### src/rtl/pipe_hazard_ctrl.sv
// Stall/flush sequencer for the 5-stage RV32I pipeline: load-use, taken-branch and
// LSU-wait hazards, with an LSU timeout that halts the pipe and saturating event counters.
module pipe_hazard_ctrl #(
  parameter int MEM_TIMEOUT = 16,
  parameter int CNT_W       = 32
) (
  input  logic             clk_i,
  input  logic             rst_ni,
  input  logic [4:0]       id_rs1_adi,
  input  logic [4:0]       id_rs2_adi,
  input  logic             id_rs1_usei,
  input  logic             id_rs2_usei,
  input  logic [4:0]       ex_rd_adi,
  input  logic             ex_rd_wreni,
  input  logic             ex_is_ldi,
  input  logic             ex_br_takeni,
  input  logic             mem_reqi,
  input  logic             mem_acki,
  output logic             pc_eno,
  output logic             if_id_eno,
  output logic             id_ex_eno,
  output logic             ex_mem_eno,
  output logic             if_id_flusho,
  output logic             id_ex_flusho,
  output logic             mem_wb_flusho,
  output logic [1:0]       state_o,
  output logic             err_o,
  output logic [CNT_W-1:0] stall_cnt_o,
  output logic [CNT_W-1:0] flush_cnt_o
);

  localparam int WCNT_W = $clog2(MEM_TIMEOUT + 1);

  typedef enum logic [1:0] {
    ST_INIT    = 2'd0,
    ST_RUN     = 2'd1,
    ST_MEMWAIT = 2'd2,
    ST_HALT    = 2'd3
  } state_e;

  state_e             state_q, state_d;
  logic [WCNT_W-1:0]  wcnt_q, wcnt_d;
  logic               err_q, err_d;
  logic [CNT_W-1:0]   stall_cnt_q, stall_cnt_d;
  logic [CNT_W-1:0]   flush_cnt_q, flush_cnt_d;

  logic memstall, loaduse, active, stall_evt, flush_evt;

  assign memstall = mem_reqi & ~mem_acki;
  assign loaduse  = ex_is_ldi & ex_rd_wreni & (ex_rd_adi != 5'd0) &
                    ((id_rs1_usei & (id_rs1_adi == ex_rd_adi)) |
                     (id_rs2_usei & (id_rs2_adi == ex_rd_adi)));
  assign active   = (state_q == ST_RUN) || (state_q == ST_MEMWAIT);

  // NOTE: every output gets a default first so no path through the if-chain infers a latch.
  always_comb begin
    pc_eno        = 1'b0;
    if_id_eno     = 1'b0;
    id_ex_eno     = 1'b0;
    ex_mem_eno    = 1'b0;
    if_id_flusho  = 1'b1;
    id_ex_flusho  = 1'b1;
    mem_wb_flusho = 1'b1;
    if (active) begin
      if (memstall) begin
        // Whole front of the pipe frozen; a pending branch/load-use is re-seen after release.
        if_id_flusho  = 1'b0;
        id_ex_flusho  = 1'b0;
      end else if (ex_br_takeni) begin
        {pc_eno, if_id_eno, id_ex_eno, ex_mem_eno} = 4'b1111;
        mem_wb_flusho = 1'b0;
      end else if (loaduse) begin
        id_ex_eno     = 1'b1;
        ex_mem_eno    = 1'b1;
        if_id_flusho  = 1'b0;
        mem_wb_flusho = 1'b0;
      end else begin
        {pc_eno, if_id_eno, id_ex_eno, ex_mem_eno} = 4'b1111;
        {if_id_flusho, id_ex_flusho, mem_wb_flusho} = 3'b000;
      end
    end
  end

  assign stall_evt = active & ~pc_eno;
  assign flush_evt = active & ~memstall & ex_br_takeni;

  always_comb begin
    state_d     = state_q;
    wcnt_d      = wcnt_q;
    err_d       = err_q;
    stall_cnt_d = stall_cnt_q;
    flush_cnt_d = flush_cnt_q;
    case (state_q)
      ST_INIT: state_d = ST_RUN;
      ST_RUN, ST_MEMWAIT: begin
        if (memstall) begin
          // The timeout wins over the normal RUN/MEMWAIT transition.
          if (wcnt_q + WCNT_W'(1) == WCNT_W'(MEM_TIMEOUT)) begin
            state_d = ST_HALT;
            err_d   = 1'b1;
          end else begin
            wcnt_d  = wcnt_q + WCNT_W'(1);
            state_d = ST_MEMWAIT;
          end
        end else begin
          wcnt_d  = '0;
          state_d = ST_RUN;
        end
      end
      default: state_d = ST_HALT;
    endcase
    if (stall_evt && (stall_cnt_q != '1)) stall_cnt_d = stall_cnt_q + CNT_W'(1);
    if (flush_evt && (flush_cnt_q != '1)) flush_cnt_d = flush_cnt_q + CNT_W'(1);
  end

  // NOTE: state registers use non-blocking assignments so all of them update from pre-edge values.
  always_ff @(posedge clk_i or negedge rst_ni) begin
    if (!rst_ni) begin
      state_q     <= ST_INIT;
      wcnt_q      <= '0;
      err_q       <= 1'b0;
      stall_cnt_q <= '0;
      flush_cnt_q <= '0;
    end else begin
      state_q     <= state_d;
      wcnt_q      <= wcnt_d;
      err_q       <= err_d;
      stall_cnt_q <= stall_cnt_d;
      flush_cnt_q <= flush_cnt_d;
    end
  end

  assign state_o     = state_q;
  assign err_o       = err_q;
  assign stall_cnt_o = stall_cnt_q;
  assign flush_cnt_o = flush_cnt_q;

endmodule

### config.mk
export PLATFORM = sky130hd
export DESIGN_NAME = pipe_hazard_ctrl
export DESIGN_NICKNAME = d
export VERILOG_FILES = /design/src/rtl/pipe_hazard_ctrl.sv
export SDC_FILE = /design/constraint.sdc
export NUM_CORES = 1
export LEC_CHECK = 0
export CORE_MARGIN = 2
export CORE_UTILIZATION = 45
export CTS_CLUSTER_SIZE = 24
export DETAILED_ROUTE_END_ITERATION = 12
export DONT_BUFFER_PORTS = 1
export PLACE_DENSITY_LB_ADDON = 0.3
export SETUP_SLACK_MARGIN = 0.5
export SKIP_CTS_REPAIR_TIMING = 1
export SLEW_MARGIN = 20
export SYNTH_ARGS = -nofsm -noshare
export SYNTH_HDL_FRONTEND = slang
export SYNTH_SLANG_ARGS = --single-unit
### constraint.sdc
create_clock -name clk_i -period 3.95 [get_ports clk_i]
set_input_delay 0.79 -clock clk_i [delete_from_list [all_inputs] [get_ports clk_i]]
set_output_delay 0.79 -clock clk_i [all_outputs]
set_load 0.1 [all_outputs]
Yosys cells after proc, flatten, opt, wreduce, memory -nomap -nowiden
Index checks and enable logic that the tools add are counted.
{ "word_totals": {"regBits": 72, "latch_bits": 0, "ram_bits": 0, "rom_bits": 0, "input_bits": 24, "output_inout_bits": 74, "wordCells": 57, "n_memories": 0} }
{ "classes": {"addsub": 3, "mul": 0, "div": 0, "order_cmp": 0, "n_eq_ne": 8, "shift": 0, "mux": 20, "bitwise_logic": 13, "reduce_logical": 8} }
{ "op_table": {"columns": ["operator", "count"], "rows": [
  ["adder 32 x 1 -> 32 bit (second input constant)", 2],
  ["!= test 32 bit (second input constant)", 2],
  ["two-way mux 1 bit", 16],
  ["equality test 5 bit", 2],
  ["two-way mux 5 bit", 2],
  ["bitwise AND 1 bit", 9],
  ["adder 5 x 1 -> 5 bit (second input constant)", 1],
  ["equality test 5 bit (second input constant)", 1],
  ["nonzero test 5 bit", 1],
  ["case mux 2 bit (2 select lines)", 1],
  ["inverter 1 bit", 3],
  ["AND reduction 3 bit", 1],
  ["equality test 2 x 1 -> 1 bit (second input constant)", 1],
  ["equality test 2 bit (second input constant)", 1],
  ["logical AND 1 bit", 2],
  ["logical NOT 2 bit", 1],
  ["two-way mux 2 bit", 1],
  ["!= test 2 bit (second input constant)", 1],
  ["AND reduction 2 bit", 1],
  ["OR reduction 2 bit", 1],
  ["logical OR 1 bit", 1],
  ["bitwise OR 1 bit", 1]
]} }

Logic depth before layout (Yosys ltp)
Gate-level depths: netlist of run 1.
{ "logic_depth": {"depth_word": 11, "ltp_mapped": 8, "mapped_depth_nobuf": 8} }

Least setup slack after synthesis of run 1
Ideal clock, no wire load.
{ "synth_path": {"kind": "flip-flop to output port", "from": "register state_q[0], in the netlist state_o[0]", "to": "output port pc_eno", "t_arrival_ns": 4.879, "t_required_ns": 3.160, "slack_ns": -1.719, "path_stages_with_launch": 8, "path_buffers": 3, "cell_sequence": "dfrtp_1 > inv_1 > ha_1 > clkbuf_1 > clkbuf_1 > nand2_1 > a31oi_1 > buf_4"} }
{ "synth_via": {"elab_chain_len": 3, "word_cells_on_any_way": 4, "classes_between": "eq/ne: 2; mux: 1; reduce/logical: 1"} }
{ "synth_lines": {"columns": ["item", "line", "rtl"], "rows": [
  ["from (decl)", "41", "state_e state_q, state_d;"],
  ["from (signal assigned)", "125", "state_q <= state_d;"],
  ["equality test 2 x 1 -> 1 bit / equality test 2 bit (equally long branches)", "53", "assign active = (state_q == ST_RUN) || (state_q == ST_MEMWAIT);"],
  ["logical OR 1 bit (*)", "53", null],
  ["two-way mux 1 bit (*)", null, null],
  ["to (decl)", "19", "output logic pc_eno,"]
]} }
Every way passes the cells marked *; elsewhere a longest branch is shown, timed or not.

Final worst setup path of run 1
{ "layout_path": {"from": "register state_q[0], in the netlist state_o[0]", "to": "output port if_id_flusho"} }
{ "layout_via": {"elab_chain_len": 3, "word_cells_on_any_way": 4, "classes_between": "eq/ne: 2; mux: 1; reduce/logical: 1"} }
{ "layout_lines": {"columns": ["item", "line", "rtl"], "rows": [
  ["equality test 2 x 1 -> 1 bit / equality test 2 bit (equally long branches)", "53", null],
  ["logical OR 1 bit (*)", "53", null],
  ["two-way mux 1 bit (*)", "64", "if (active) begin"],
  ["to (decl)", "23", "output logic if_id_flusho,"]
]} }
Marks and branches as above.

==> results.yml, run 1 <==
timing:
  rsz0062_at_grt: "false"
  finalMaxSlewViolations: 0
  tns_ns: 0
  final-hold-violation-count: 0
  period_minus_slack_ns: 3.247
  period_share: 0.8221
  setup_viol: 0
  skew_ns: 0.01137
  fmax_mhz: 307.9
  setup_slack_ns: 0.7027
  tightest_slew_ns: 0.9624
  slew-limit-headroom: 0.3584
global_routing:
  grt_usage: 0.1950
  first_global_vias: 2967
  grt_max_degree: 73
  grt_pass1_wl_um: 13740
  gr-total-overflow: 0
  antenna_found_initial: 0
floorplanning:
  io_pins: 98
  die_w_um: 94.68
  die_h_um: 94.68
  die_area_um2: 8963
  rows: 33
  core_area_um2: 8093
  initial_utilization: 0.4572
worst_setup_path:
  cp_max_fo: 4
  critPathArrivalTime_ns: 2.46
  crit_top_cell: "inv_1"
  r2r_slack_ns: 1.03
  cp-start-kind: "flop"
  cp_data_required_time_ns: 3.16
  worstSetupEndpointType: "primary output"
  worstSetupPathType: "flop to primary output"
  path_cells: "inv_1, ha_1, inv_1, a21oi_2, clkinvlp_4"
  slowest_delay_ns: 0.63
  cp_slowest_cell: "dfrtp_4"
place:
  dp_hpwl_um: 5972
  place.gp.congestion: 0.8419
  dp_slack_ns: 0.9538
  io_buffers: 0
cts:
  cts.sinks: 72
  cts_buffer_depth: 2
  clock_latency_ns: 0.34
  numCtsBuffers: 9
  cts_tree: "yes"
  htree_levels: 3
  root_buffer: "clkbuf_8"
  clk_pin_slew_ns: 0.07
cells_and_area:
  nNetsFinal: 463
  insertedDiodeCount: 0
  drive_above_1_share: 0.2288
  areaGrowthSynthToFinish_pct: 22.12
  final_common_cell: "dfrtp_1"
  final_cell_mix: "dfrtp_1 (70), buf_4 (68), xnor2_1 (50)"
route:
  wirelength_um: 8194
  drtPass1Iterations: 4
  via_per_inst: 5.371
  dr.first_iter.drc_count: 108
  drcViolationCount: 0
  detail-route-antenna-nets: 0
  wl_per_cell_um: 15.12
  via_count: 2911
pwr:
  power_density_nw_per_um2: 290.8
  p_leak_nw: 2.089
  ir_worst_vdd_v: 0.0002019
synthesis:
  syn_area_per_cell_um2: 10.16
  yosys.area.top_type: "dfrtp_1"
  synth_cell_types: 39
  async_flop_share: 1.000
  syn_nets: 394
  yosysSeqAreaShare: 0.4870
  synth_edf_count: 0
  yosysTopAreaCellShare: 0.4870
  syn_area_um2: 3700
  ys_warn_count: 0
  synth.area.top_cells: "dfrtp_1 (49%), xnor2_1 (12%), nand4_1 (5.2%), xor2_1 (4.7%), nand2_1 (4.0%)"
  synth-seq-cells: 72
  synth-main-ff-cell: "dfrtp_1"
  synth_cells: 364
hold_path:
  hold_path.class: "input pin to asynchronous set/reset pin"
status:
  status: "finished, final reports clean"
flow_run:
  drv_cap: 0
[synth_stat cells, drive strengths merged, types with 2 or more instances]
cell	count
a21oi	2
a22o	2
a31o	3
a31oi	2
and2	4
and3	12
and4	6
buf	3
clkbuf	7
dfrtp	72
ha	6
inv	10
mux2	3
mux2i	3
nand2	39
nand2b	4
nand3	25
nand4	31
nor2	19
nor3	12
nor4	7
o21ai	6
or3	3
or3b	2
xnor2	50
xor2	20
[path summary, 6_finish.rpt]
kind                            start              end  cells after the start
max                        state_o[0]     if_id_flusho                      5
min                            rst_ni   flush_cnt_o[6]                      0
max reg2reg                state_o[0]  flush_cnt_o[29]                      8
min reg2reg                 wcnt_q[0]        wcnt_q[0]                      1
max in group asynchronous      rst_ni   stall_cnt_o[8]                      0
min in group clk_i          wcnt_q[0]        wcnt_q[0]                      1
[per-layer routing]
layer  global-route usage  wire (µm)  up-vias
li1                     -          -     1419
met1               0.2302       3417     1408
met2               0.3298       4079       74
met3              0.07422        602       10
met4              0.05918         95        0
met5                    0          0        -
[area by class of cell]
| cell class | count | area, µm² |
|---|---|---|
| fill | 734 | 3575 |
| multi-input combinational | 272 | 1849 |
| sequential | 72 | 1809 |
| timing repair buffer | 68 | 510.5 |
| clock buffer | 12 | 155.1 |
| tap | 105 | 131.4 |
| inverter | 10 | 45.04 |
| clock inverter | 3 | 17.52 |
[worst max-delay path, delay by kind of cell (launching register included)]
kind	cells	cell delay (ns)
AOI/OAI and AO/OA	1	0.31
adders and majority gates	1	0.43
buffers and inverters	3	0.74
DFF	1	0.63
[per-stage QoR]
stage	util	total power [W]	instance area, µm²	hold WS [ns]	instances
after floorplan	-	0.0007976	3756	0.4944	364
after CTS	0.5574	0.001331	4511	0.1141	542
after global routing	0.5583	0.001370	4518	0.1006	542
after global placement	0.5360	0.0008056	4338	0.4972	527
final	0.5583	0.001314	4518	0.1326	542
after detailed placement	0.5360	0.0008070	4338	0.4961	527
[kinds of logic after synthesis]
group           synth area share
xor+xnor                  0.1657
mux                      0.01725
buf+inv                  0.02266
simple gates              0.2442
compound gates           0.04295
flops                     0.4870
fa+ha+maj                0.02029
[sequential cells by signal (all words and copies together) (netlist names)]
| signal | count |
|---|---|
| stall_cnt_o | 32 |
| state_o | 2 |
| err_o | 1 |
| flush_cnt_o | 32 |
| wcnt_q | 5 |
[where the power goes]
| part | switching [W] | internal (W) | leakage, nW |
|---|---|---|---|
| clock network | 0.000265 | 0.000257 | 0.0882 |
| registers | 0.00000120 | 0.000739 | 0.980 |
| logic | 0.0000364 | 0.0000153 | 1.02 |
| total | 0.000302 | 0.00101 | 2.09 |
No activity file was read; power rests on OpenSTA's default activity.
==> run 2, diff against run 1 <==
clock period = 3.39 ns   (was 3.95 ns; I/O delays follow)
==> results.yml, run 2 (synthesis results as in run 1) <==
route:
  wl_per_cell_um: 16.01
  wirelength_um: 8838
  drtPass1Iterations: 4
  dr.first_iter.drc_count: 82
  via_per_inst: 5.388
  via_count: 2974
  drcViolationCount: 0
  detail-route-antenna-nets: 0
worst_setup_path:
  cp_slowest_cell: "dfrtp_4"
  critPathLaunch: "state_o[0]"
  cp_num_cells: 5
  worstReg2RegEnd: "flush_cnt_o[31]"
  critPathArrivalTime_ns: 2.16
  r2r_slack_ns: 0.73
  worstSetupEndpointType: "primary output"
  cp_max_fo: 5
  cp-start-kind: "flop"
  reg2reg_depth: 9
  critPathBufInv: 3
  worstSetupPathType: "flop to primary output"
  slowest_delay_ns: 0.63
  timing.rr.start: "state_o[0]"
  cp_data_required_time_ns: 2.71
  path_cells: "inv_2, ha_4, inv_1, a21oi_4, clkinvlp_4"
  crit_family: "buffers and inverters"
floorplanning:
  initial_utilization: 0.4572
  die_area_um2: 8963
  rows: 33
  die_h_um: 94.68
  core_area_um2: 8093
  io_pins: 98
  die_w_um: 94.68
cts:
  clock_latency_ns: 0.34
  numCtsBuffers: 9
  cts_buffer_depth: 2
  cts_tree: "yes"
  clk_pin_slew_ns: 0.08
  cts.sinks: 72
  root_buffer: "clkbuf_8"
  htree_levels: 3
cells_and_area:
  drive_above_1_share: 0.2752
  areaGrowthSynthToFinish_pct: 25.97
  insertedDiodeCount: 0
  final_cell_mix: "buf_4 (70), dfrtp_1 (56), xnor2_1 (50)"
  fin_area_um2: 4661
  nNetsFinal: 472
  final_common_cell: "buf_4"
  stdcell_count: 552
  fill_cells: 716
place:
  place_area_um2: 4395
  place.gp.congestion: 0.8162
  dp_slack_ns: 0.6239
  io_buffers: 0
  placedCellCount: 529
  dp_hpwl_um: 6169
global_routing:
  gr-total-overflow: 0
  first_global_vias: 2920
  grt_max_degree: 73
  grt_pass1_wl_um: 14150
  antenna_found_initial: 0
  grt_usage: 0.2019
hold_path:
  hold_path.class: "input pin to asynchronous set/reset pin"
timing:
  period_share: 0.8384
  slew-limit-headroom: 0.3921
  fmax_mhz: 351.8
  tightest_slew_ns: 0.9088
  setup_slack_ns: 0.5478
  finalMaxSlewViolations: 0
  rsz0062_at_grt: "true"
  setup_viol: 0
  skew_ns: 0.01035
  tns_ns: 0
  final-hold-violation-count: 0
  period_minus_slack_ns: 2.842
flow_run:
  drv_cap: 0
pwr:
  p_leak_nw: 2.106
  power_density_nw_per_um2: 336.9
  ir_worst_vdd_v: 0.0002007
status:
  status: "finished, final reports clean"
-- run 2: worst max path at each step --
stage / endpoint / slack (ns)
CTS: if_id_flusho / 0.24
global route: if_id_flusho / 0.47
finish: if_id_flusho / 0.55
detailed placement: if_id_flusho / 0.62
floorplan: pc_eno / 0.37
global placement: if_id_flusho / 0.70
-- run 2: per-layer routing --
layer / track usage / vias up / share of wire
met1: 0.2572 / 1428 / 0.44
li1: - / 1444 / -
met3: 0.07422 / 10 / 0.072
met5: 0 / - / 0
met4: 0.05918 / 0 / 0.012
met2: 0.3227 / 92 / 0.47
-- run 2: power breakdown --
group | switching (W) | internal, W
clock | 0.000327 | 0.000306
sequential | 0.00000170 | 0.000861
combinational | 0.0000521 | 0.0000218
total | 0.000381 | 0.00119
-- run 2: final cells by class --
class | count | area [µm²] | share of cell area
timing repair buffer | 77 | 604.3 | 0.1297
tap | 105 | 131.4 | 0.02819
inverter | 10 | 45.04 | 0.009664
clock inverter | 4 | 28.78 | 0.006174
multi-input combinational | 272 | 1869 | 0.4011
sequential | 72 | 1827 | 0.3919
clock buffer | 12 | 155.1 | 0.03329
-- run 2: stage by stage --
stage | hold slack, ns | power (W) | utilization
2_1_floorplan | 0.3824 | 0.0009292 | -
3_3_place_gp | 0.3841 | 0.0009399 | 0.5431
3_5_place_dp | 0.3840 | 0.0009412 | 0.5431
4_1_cts | 0.001126 | 0.001580 | 0.5659
5_1_grt | 0.0005298 | 0.001635 | 0.5759
6_report | 0.02699 | 0.001570 | 0.5759
